===== config.mk =====
export PLATFORM = sky130hd
export DESIGN_NAME = sevenseg_bcd_scanner_flat
export DESIGN_NICKNAME = d
export VERILOG_FILES = /design/src/rtl/sevenseg_bcd_scanner_if.sv /design/src/rtl/sevenseg_bcd_scanner.sv /design/src/flat_wrapper.sv
export SDC_FILE = /design/constraint.sdc
export NUM_CORES = 1
export LEC_CHECK = 0
export ABC_AREA = 1
export BUFFER_PORTS_ARGS = -buffer_cell sky130_fd_sc_hd__buf_2
export CAP_MARGIN = 20
export CELL_PAD_IN_SITES_DETAIL_PLACEMENT = 0
export CELL_PAD_IN_SITES_GLOBAL_PLACEMENT = 1
export CORE_AREA = 2 2 99 101
export CTS_CLUSTER_DIAMETER = 100
export DETAILED_ROUTE_END_ITERATION = 7
export DIE_AREA = 0 0 101 103
export HOLD_SLACK_MARGIN = 0.12
export PLACE_DENSITY = 0.87
export RECOVER_POWER = 100
export REMOVE_ABC_BUFFERS = 1
export SLEW_MARGIN = 20
export SYNTH_ARGS = -nofsm -noshare
export SYNTH_HDL_FRONTEND = slang
export SYNTH_SLANG_ARGS = --single-unit
export TNS_END_PERCENT = 30

===== constraint.sdc =====
create_clock -name clk -period 4.6 [get_ports clk]
set_clock_uncertainty 0.15 [all_clocks]
set_input_delay 0.69 -clock clk [delete_from_list [all_inputs] [get_ports clk]]
set_output_delay 0.69 -clock clk [all_outputs]
set_load 0.02 [all_outputs]

===== src/rtl/sevenseg_bcd_scanner_if.sv =====
`default_nettype none
// ============================================================================
//  Module   : sevenseg_bcd_scanner_if
//  Purpose  : Bundles the value/load/blank controls and the panel drive pins
//             of the seven-segment BCD scanner.
//  Signals  : value[13:0] binary value to display
//             load        single-cycle capture strobe for value
//             blank_lz    1 = suppress leading zeros
//             busy        conversion in progress
//             AN[3:0]     active-low digit enables, AN[3] = leftmost digit
//             seg[6:0]    active-low segments {a,b,c,d,e,f,g}
//             DP          decimal point (always off)
//  Modports : master - drives value/load/blank_lz, observes the panel pins
//             slave  - the scanner itself
//  Revision : 1.0  initial release
// ============================================================================
interface sevenseg_bcd_scanner_if;
   logic [13:0] value;
   logic        load;
   logic        blank_lz;
   logic        busy;
   logic [3:0]  AN;
   logic [6:0]  seg;
   logic        DP;

   modport master (
      output value, load, blank_lz,
      input  busy, AN, seg, DP
   );

   modport slave (
      input  value, load, blank_lz,
      output busy, AN, seg, DP
   );
endinterface
`default_nettype wire


===== src/rtl/sevenseg_bcd_scanner.sv =====
`default_nettype none
// ============================================================================
//  Module   : sevenseg_bcd_scanner
//  Purpose  : Captures a 14-bit binary value, converts it to four BCD digits
//             with a sequential double-dabble FSM (14 clk), and multiplexes
//             the digits onto active-low anode/segment pins.
//  Ports    : clk  - system clock, rising edge
//             rst  - asynchronous, active-low reset
//             bus  - sevenseg_bcd_scanner_if.slave (value, load, blank_lz,
//                    busy, AN, seg, DP)
//  Params   : SCAN_DIV - clk cycles each digit stays lit (>= 2)
//  Revision : 1.0  initial release
// ============================================================================
module sevenseg_bcd_scanner #(
   parameter int SCAN_DIV = 100000
) (
   input  logic                          clk,
   input  logic                          rst,
   sevenseg_bcd_scanner_if.slave         bus
);

   localparam int PW = (SCAN_DIV > 2) ? $clog2(SCAN_DIV) : 1;

   typedef enum logic [0:0] {
      IDLE  = 1'b0,
      SHIFT = 1'b1
   } state_t;

   state_t      state;
   state_t      state_next;

   // conversion datapath
   logic [13:0] bin;
   logic [15:0] bcd;
   logic [3:0]  iter;
   logic        ovf_cap;
   logic [15:0] bcd_adj;
   logic [15:0] bcd_shift;
   logic        last_iter;

   // display registers
   logic [15:0] disp;
   logic        disp_valid;
   logic        disp_ovf;

   // scan
   logic [PW-1:0] presc;
   logic          presc_tc;
   logic [1:0]    idx;
   logic [1:0]    idx_next;
   logic [3:0]    an_r;
   logic [6:0]    seg_r;
   logic [6:0]    seg_next;
   logic [3:0]    digit;
   logic          higher_zero;

   // ------------------------------------------------------------------------
   // FSM
   // ------------------------------------------------------------------------
   always_ff @(posedge clk or negedge rst) begin
      if (!rst) state <= IDLE;
      else      state <= state_next;
   end

   assign last_iter = (state == SHIFT) && (iter == 4'd13);

   always_comb begin
      state_next = state;
      case (state)
         IDLE:    if (bus.load) state_next = SHIFT;
         SHIFT:   if (last_iter) state_next = IDLE;
         default: state_next = IDLE;
      endcase
   end

   // Double-dabble step: add 3 to every nibble >= 5, then shift {bcd,bin}.
   always_comb begin
      bcd_adj = bcd;
      for (int k = 0; k < 4; k++) begin
         if (bcd[k*4 +: 4] >= 4'd5) bcd_adj[k*4 +: 4] = bcd[k*4 +: 4] + 4'd3;
      end
   end

   assign bcd_shift = {bcd_adj[14:0], bin[13]};

   always_ff @(posedge clk or negedge rst) begin
      if (!rst) begin
         bin        <= '0;
         bcd        <= '0;
         iter       <= '0;
         ovf_cap    <= 1'b0;
         disp       <= '0;
         disp_valid <= 1'b0;
         disp_ovf   <= 1'b0;
      end else begin
         case (state)
            IDLE: begin
               if (bus.load) begin
                  bin     <= bus.value;
                  ovf_cap <= (bus.value > 14'd9999);
                  bcd     <= '0;
                  iter    <= '0;
               end
            end
            SHIFT: begin
               bcd  <= bcd_shift;
               bin  <= {bin[12:0], 1'b0};
               iter <= iter + 4'd1;
               // Display only changes on the final step: no partial values.
               if (last_iter) begin
                  disp       <= bcd_shift;
                  disp_valid <= 1'b1;
                  disp_ovf   <= ovf_cap;
               end
            end
            default: ;
         endcase
      end
   end

   // ------------------------------------------------------------------------
   // Scan: segment pattern is computed for the digit about to be lit so that
   // AN and seg switch on the same edge.
   // ------------------------------------------------------------------------
   assign presc_tc = (presc == PW'(SCAN_DIV - 1));
   assign idx_next = idx - 2'd1;
   assign digit    = disp[{idx_next, 2'b00} +: 4];

   always_comb begin
      higher_zero = 1'b1;
      for (int k = 0; k < 4; k++) begin
         if ((k >= int'(idx_next)) && (disp[k*4 +: 4] != 4'd0)) higher_zero = 1'b0;
      end
   end

   always_comb begin
      seg_next = 7'b1111111;
      if (!disp_valid) begin
         seg_next = 7'b1111111;
      end else if (disp_ovf) begin
         seg_next = 7'b1111110;
      end else if (bus.blank_lz && (idx_next != 2'd0) && higher_zero) begin
         seg_next = 7'b1111111;
      end else begin
         case (digit)
            4'd0:    seg_next = 7'b0000001;
            4'd1:    seg_next = 7'b1001111;
            4'd2:    seg_next = 7'b0010010;
            4'd3:    seg_next = 7'b0000110;
            4'd4:    seg_next = 7'b1001100;
            4'd5:    seg_next = 7'b0100100;
            4'd6:    seg_next = 7'b0100000;
            4'd7:    seg_next = 7'b0001111;
            4'd8:    seg_next = 7'b0000000;
            4'd9:    seg_next = 7'b0000100;
            default: seg_next = 7'b1111111;
         endcase
      end
   end

   always_ff @(posedge clk or negedge rst) begin
      if (!rst) begin
         presc <= '0;
         idx   <= 2'd3;
         an_r  <= 4'b0111;
         seg_r <= 7'b1111111;
      end else if (presc_tc) begin
         presc <= '0;
         idx   <= idx_next;
         an_r  <= ~(4'b0001 << idx_next);
         seg_r <= seg_next;
      end else begin
         presc <= presc + PW'(1);
      end
   end

   assign bus.busy = (state == SHIFT);
   assign bus.AN   = an_r;
   assign bus.seg  = seg_r;
   assign bus.DP   = 1'b1;

endmodule
`default_nettype wire


===== src/flat_wrapper.sv =====
// flat-port wrapper written by rule: the top's interface ports become plain ports
module sevenseg_bcd_scanner_flat 
#(
   parameter int SCAN_DIV = 100000
)
  (clk, rst, bus_value, bus_load, bus_blank_lz, bus_busy, bus_AN, bus_seg, bus_DP);
  sevenseg_bcd_scanner_if bus_i ();
  input  logic clk;
  input  logic rst;
  input wire logic [$bits(bus_i.value)-1:0] bus_value;
  input wire logic [$bits(bus_i.load)-1:0] bus_load;
  input wire logic [$bits(bus_i.blank_lz)-1:0] bus_blank_lz;
  output wire logic [$bits(bus_i.busy)-1:0] bus_busy;
  output wire logic [$bits(bus_i.AN)-1:0] bus_AN;
  output wire logic [$bits(bus_i.seg)-1:0] bus_seg;
  output wire logic [$bits(bus_i.DP)-1:0] bus_DP;
  assign bus_i.value = bus_value;
  assign bus_i.load = bus_load;
  assign bus_i.blank_lz = bus_blank_lz;
  assign bus_busy = bus_i.busy;
  assign bus_AN = bus_i.AN;
  assign bus_seg = bus_i.seg;
  assign bus_DP = bus_i.DP;
  sevenseg_bcd_scanner #(.SCAN_DIV(SCAN_DIV)) u_core (.clk(clk), .rst(rst), .bus(bus_i));
endmodule

==> results of run 1 <==
[cells in the mapped netlist (all sizes together)]
cell	count	area, um2
nand2	140	566
dfrtp	72	1800
inv	69	267
nor2	42	209
o21ai	42	210
nand3	34	193
ha	21	263
a21oi	17	115
o22ai	14	87.6
dfstp	12	315
xor2	10	87.6
buf	9	77.6
nor3	9	45.0
clkbuf	7	26.3
o211ai	7	52.6
nor4	4	25.0
a211oi	3	22.5
a22oi	3	22.5
a31oi	3	18.8
nand4	3	18.8
o221ai	3	26.3
clkinv	2	8.75
nand3b	2	15.0
a21o	1	7.51
conb	1	3.75
or2	1	6.26
xnor2	1	8.76
[area by class of cell]
type                    instances  area, um2
inverters                      71        272
clock inverters                 7       78.8
flip-flops and latches         84       2120
clock buffers                   9        124
repair buffers                 30        136
fillers                       927       4620
multi-input cells             361       1960
well taps                     114        143
[cells by family after synthesis]
logic type / after synthesis
AOI/OAI and AO/OA: 93
xor gates and xnor gates: 11
adders and majority gates: 21
buffers and inverters: 87
DFF: 84
other: 1
and+or+nand+nor: 235
[final timing paths]
kind	cells past startpoint	slack, ns	to
min in group clk	1	0.34	u_core.presc[0]
max in group asynchronous	2	2.49	u_core.disp[9]
worst max register to register	10	1.75	u_core.bus.seg[1]
worst max-delay path	10	1.75	u_core.bus.seg[1]
worst min-delay path	1	0.25	u_core.presc[4]
worst min register to register	1	0.34	u_core.presc[0]
[state kept, by name (all words and copies together), names as in the netlist]
name               count
u_core.bus.AN          4
u_core.idx             2
u_core.disp_valid      1
u_core.bin            14
u_core.disp           16
u_core.disp_ovf        1
u_core.ovf_cap         1
u_core.bus.busy        1
u_core.bus.seg         7
u_core.presc          17
u_core.bcd            16
u_core.iter            4
[routing by layer]
layer	vias up	GRT usage (%)	part of all wire [%]
met4	0	5.41	0.64
li1	1786	-	-
met1	1594	25.3	49
met2	67	29.7	47
met5	-	0	0
met3	4	3.32	3.6
[critical path, stage by stage, from the launching register on]
cell and delay [ns]:
dfrtp_1 0.42, ha_1 0.28, nand2_2 0.09, nor2_1 0.09
nand2_1 0.17, nor2_4 0.04, nand2_1 0.46, clkinvlp_2 0.70
nand2_1 0.21, inv_1 0.05, a21oi_1 0.14
[cells in the final DEF, fill, tap and decap left out, types with 13 or more instances in the layout]
cell,Yosys,final
nand2_1,130,132
dfrtp_1,72,72
inv_1,66,66
o21ai_0,37,41
nor2_1,31,36
nand3_1,31,31
ha_1,21,21
buf_2,4,16
o22ai_1,14,14
clkbuf_1,7,13
[power by group through the flow]
stage          sequential (mW)  combinational (mW)  clock, mW
2_1_floorplan             1.10               0.762          0
3_3_place_gp              1.13               0.963          0
3_5_place_dp              1.14               0.992          0
4_1_cts                   1.12               0.996      0.562
5_1_grt                   1.15                1.16      0.588
6_report                  1.12               0.981      0.546
[metrics by stage]
| stage | instance area (um2) | utilization (%) | power [mW] | setup slack [ns] |
|---|---|---|---|---|
| 6_report | 4830 | 51.1 | 2.65 | 1.75 |
| 5_1_grt | 4830 | 51.1 | 2.90 | 1.41 |
| 4_1_cts | 4900 | 51.8 | 2.68 | 1.88 |
| 3_5_place_dp | 4690 | 49.6 | 2.13 | 1.88 |
| 3_3_place_gp | 4690 | 49.6 | 2.09 | 1.97 |
| 2_1_floorplan | 4400 | - | 1.86 | 2.17 |
==> results.sh, run 1 <==
export IMPL_status="complete, no violations"
export IMPL_fp_dieH_um=103
export IMPL_setup_viol=0
export IMPL_drt_iter0_markers=161
export IMPL_worstPathArrival_ns=2.99
export IMPL_antenna_cells=0
export IMPL_antenna_found_initial=0
export IMPL_cap_violations=0
export IMPL_critPathMaxFanout=19
export IMPL_start_util_pct=47.6
export IMPL_worst_slew_pin_slew_ns=1.16
export IMPL_power_density_mw_per_mm2=548
export IMPL_finalHoldViolations=0
export IMPL_core_area_mm2=0.00946
export IMPL_period_minus_slack_ns=2.85
export IMPL_seqPwrFrac_pct=42.4
export IMPL_post_drt_wl_per_cell_um=12.9
export IMPL_maxSlewViolCount=0
export IMPL_yosysWarnings=0
export IMPL_comb_power_share_pct=37.0
export IMPL_p_leak_nw=2.31
export IMPL_clkPwrFrac_pct=20.6
export IMPL_synth_area_mm2=0.00450
export IMPL_num_rows=36
export IMPL_r2r_start="u_core.presc[0]"
export IMPL_synth_xor_area_share_pct=2.14
export IMPL_ys_types=43
export IMPL_grt_start_max_net_pins=64
export IMPL_switchingPower_mw=1.07
export IMPL_worstSetupPathType="flop to flop"
export IMPL_globalplace_congestion=0.866
export IMPL_cts_htree_levels=3
export IMPL_clkTransAtPathRegs_ns=0.09
export IMPL_place_inst=660
export IMPL_power_internal_mw=1.57
export IMPL_first_pass_iters=5
export IMPL_die_w_um=101
export IMPL_ys_seq_elements=84
export IMPL_clockBufferDepth=2
export IMPL_dieArea_mm2=0.0104
export IMPL_rsz0062_at_grt="false"
export IMPL_areaGrowthSynthToFinish_pct=7.45
export IMPL_drive_gt1_share_pct=12.8
export IMPL_synth_fa_ha_area_share_pct=5.84
export IMPL_avgSynthCellArea_um2=8.46
export IMPL_critPathCaptureType="flop"
export IMPL_synth_compound_area_share_pct=12.5
export IMPL_holdWs_ns=0.253
export IMPL_postCtsSetupBuffers=0
export IMPL_clk_latency_ns=0.36
export IMPL_port_buffers=29
export IMPL_fin_nets=596
export IMPL_wl_um=8710
export IMPL_ir_drop_mv=0.364
export IMPL_fmax_ghz=0.350
export IMPL_grt_pass1_vias=3343
export IMPL_num_io_pins=31
export IMPL_crit_path_start_kind="flop"
export IMPL_drc=0
export IMPL_swShare_pct=40.6
export IMPL_cts_buffers_inserted=9
export IMPL_overflow=0
export IMPL_synth_top_family_by_area="simple AND/OR/NAND/NOR gates"
export IMPL_grt_total_usage_pct=18.3
export IMPL_tns_ns=0
export IMPL_worstPathRequired_ns=4.74
export IMPL_slew_headroom_pct=22.8
export IMPL_synthMuxAreaShare_pct=0
export IMPL_ant_nets=0
export IMPL_vias=3451
export IMPL_hold_path_class="input pin to asynchronous set/reset pin"
export IMPL_drt_vias_per_instance=5.11
export IMPL_postSynthCellCount=532
export IMPL_cts_sinks=84
export IMPL_grt_first_pass_wirelength_um=15300
export IMPL_seq_area_frac_synth_pct=47.1
export IMPL_cts_tree="done"
export IMPL_dpl_hpwl_um=6300
export IMPL_layout_cells_non_filler=676
export IMPL_synth_simple_gate_area_share_pct=23.9
export IMPL_hold_buffers=0
export IMPL_cts_root_buf="clkbuf_8"
export IMPL_ctsResizeCount=0
export IMPL_crit_start="u_core.presc[0]"
export IMPL_finalCritPeriodShare_pct=62.1
Note: power is estimated with default switching activity, not from simulation.
==> inputs of run 2 (changes only) <==
- CORE_AREA: 2 2 99 101 -> 2 2 108 110
- DIE_AREA: 0 0 101 103 -> 0 0 110 112
- PLACE_DENSITY: 0.87 -> 0.78
- clock period: 4.6 -> 2.5 ns (I/O delays scaled with it)
==> run 2 against run 1 <==
Effect of this change: setup slack got worse by 1.6 ns; final area increased by 5.6%; fmax increased by 21%; global-route usage decreased by 2.3 points; critical path type unchanged; critical endpoint is now u_core.bus.seg[0]; largest power group unchanged.
==> results.sh, run 2 (synthesis gave the netlist of run 1 again) <==
export IMPL_status="complete, no violations"
export IMPL_start_util_pct=40.3
export IMPL_cts_buffers_inserted=9
export IMPL_slew_headroom_pct=27.9
export IMPL_clockBufferDepth=2
export IMPL_drc=0
export IMPL_r2r_setup_slack_ns=0.14
export IMPL_largest_reg_flops=17
export IMPL_overflow=0
export IMPL_areaGrowthSynthToFinish_pct=13.5
export IMPL_cts_sinks=84
export IMPL_max_flop_register="u_core.presc"
export IMPL_fin_nets=612
export IMPL_num_io_pins=31
export IMPL_worstPathCellList="inv_4 -> ha_1 -> inv_2 -> nand3_1 -> nand2_2 -> inv_1 -> ha_1 -> nand3b_1 -> nand3_1 -> nand3_1 -> nand2_1 -> a21oi_2"
export IMPL_cts_htree_levels=3
export IMPL_core_area_mm2=0.0112
export IMPL_dpl_hpwl_um=6540
export IMPL_setup_viol=0
export IMPL_fmax_ghz=0.423
export IMPL_r2r_end="u_core.bus.seg[0]"
export IMPL_worstPathArrival_ns=2.49
export IMPL_cts_tree="done"
export IMPL_clkTransAtPathRegs_ns=0.07
export IMPL_rsz0062_at_grt="false"
export IMPL_antenna_cells=0
export IMPL_post_drt_wl_per_cell_um=12.6
export IMPL_cap_violations=0
export IMPL_power_density_mw_per_mm2=1030
export IMPL_grt_total_usage_pct=16.0
export IMPL_period_minus_slack_ns=2.36
export IMPL_critPathCaptureType="flop"
export IMPL_finalCritPeriodShare_pct=94.5
export IMPL_cts_root_buf="clkbuf_16"
export IMPL_critPathMaxFanout=12
export IMPL_ir_drop_mv=0.486
export IMPL_fp_dieH_um=112
export IMPL_r2r_start="u_core.idx[0]"
export IMPL_vias=3573
export IMPL_clk_latency_ns=0.34
export IMPL_cp_common_cell="nand3_1"
export IMPL_worst_slew_pin_slew_ns=1.08
export IMPL_die_w_um=110
export IMPL_wl_um=9050
export IMPL_finalHoldViolations=0
export IMPL_first_pass_iters=4
export IMPL_tns_ns=0
export IMPL_maxSlewViolCount=0
export IMPL_worstSetupPathType="flop to flop"
export IMPL_drt_iter0_markers=236
export IMPL_hold_path_class="input pin to flop"
export IMPL_crit_start="u_core.idx[0]"
export IMPL_ant_nets=0
export IMPL_reg_top3="u_core.presc x17, u_core.bcd x16, u_core.disp x16"
export IMPL_slowest_delay_ns=0.55
export IMPL_slowest_stage="dfstp_2"
export IMPL_num_rows=39
export IMPL_antenna_found_initial=0
export IMPL_mostFrequentLayoutCell="nand2_1"
export IMPL_worstPathRequired_ns=2.62
export IMPL_r2r_cells=12
export IMPL_grt_first_pass_wirelength_um=15600
export IMPL_crit_path_start_kind="flop"
export IMPL_holdWs_ns=0.131
export IMPL_final_cell_mix="nand2_1, dfrtp_1, inv_1"
export IMPL_grt_start_max_net_pins=45
export IMPL_grt_pass1_vias=3460
export IMPL_drt_vias_per_instance=4.96
export IMPL_cp_endpoint="u_core.bus.seg[0]"
export IMPL_postCtsSetupBuffers=0
export IMPL_drive_gt1_share_pct=13.7
export IMPL_dieArea_mm2=0.0123
export IMPL_globalplace_congestion=0.873
export IMPL_p_leak_nw=2.42
export IMPL_port_buffers=29
export IMPL_nFillCells=1097
run 2: worst min path at each step:
stage             startpoint                to  slack [ns]  cells after the start
6_report       bus_value[13]    u_core.bin[13]        0.13                      3
5_1_grt        bus_value[13]    u_core.bin[13]        0.13                      3
4_1_cts        bus_value[13]    u_core.bin[13]        0.13                      3
3_5_place_dp             rst  u_core.presc[13]        0.13                      1
3_3_place_gp             rst  u_core.presc[13]        0.13                      1
2_1_floorplan            rst     u_core.bcd[0]       -0.07                      0
run 2: cell type report:
class / instances / area [um2] / share of cell area (%)
Clock buffer: 11 / 253 / 4.95
Inverter: 71 / 274 / 5.37
Clock inverter: 5 / 58.8 / 1.15
Sequential cell: 84 / 2120 / 41.5
Timing Repair Buffer: 46 / 256 / 5.02
Multi-Input combinational cell: 361 / 1970 / 38.5
Tap cell: 143 / 179 / 3.50
run 2: per-layer routing:
metal / GRT usage (%) / routed length, um / vias up
met1: 21.3 / 4510 / 1689
met4: 5.49 / 151 / 0
li1: - / - / 1814
met5: 0 / 0 / -
met3: 3.86 / 281 / 15
met2: 25.3 / 4110 / 55
run 2: stage by stage:
| stage | util [%] | cells | area [um2] | setup WS, ns | total power, mW |
|---|---|---|---|---|---|
| CTS | 46.5 | 721 | 5190 | 0.0339 | 5.35 |
| floorplan | - | 516 | 4400 | 0.0719 | 3.42 |
| detailed placement | 43.0 | 697 | 4800 | 0.0414 | 3.94 |
| finish | 45.7 | 721 | 5100 | 0.138 | 5.26 |
| global placement | 43.0 | 697 | 4800 | 0.127 | 3.88 |
| global route | 45.7 | 721 | 5100 | 0.000444 | 5.74 |
run 2: critical path, delay by kind of cell, from the launching register on:
kind / cells / cell delay [ns]
compound gates: 1 / 0.05
fa+ha+maj: 2 / 0.59
buf+inv: 3 / 0.30
flops: 1 / 0.55
simple gates: 6 / 0.65
run 2: timing repair:
item | 4_1_cts | 5_1_grt
hold endpoints to repair | 56 | 0
hold buffers | 8 | 0
setup endpoints to repair | 0 | 4
resized for setup | 0 | 2
run 2: where the power goes:
group | internal (mW) | switching (mW) | total [mW]
combinational | 0.674 | 1.16 | 1.84
clock | 0.830 | 0.549 | 1.38
sequential | 1.77 | 0.276 | 2.04
total | 3.27 | 1.99 | 5.26
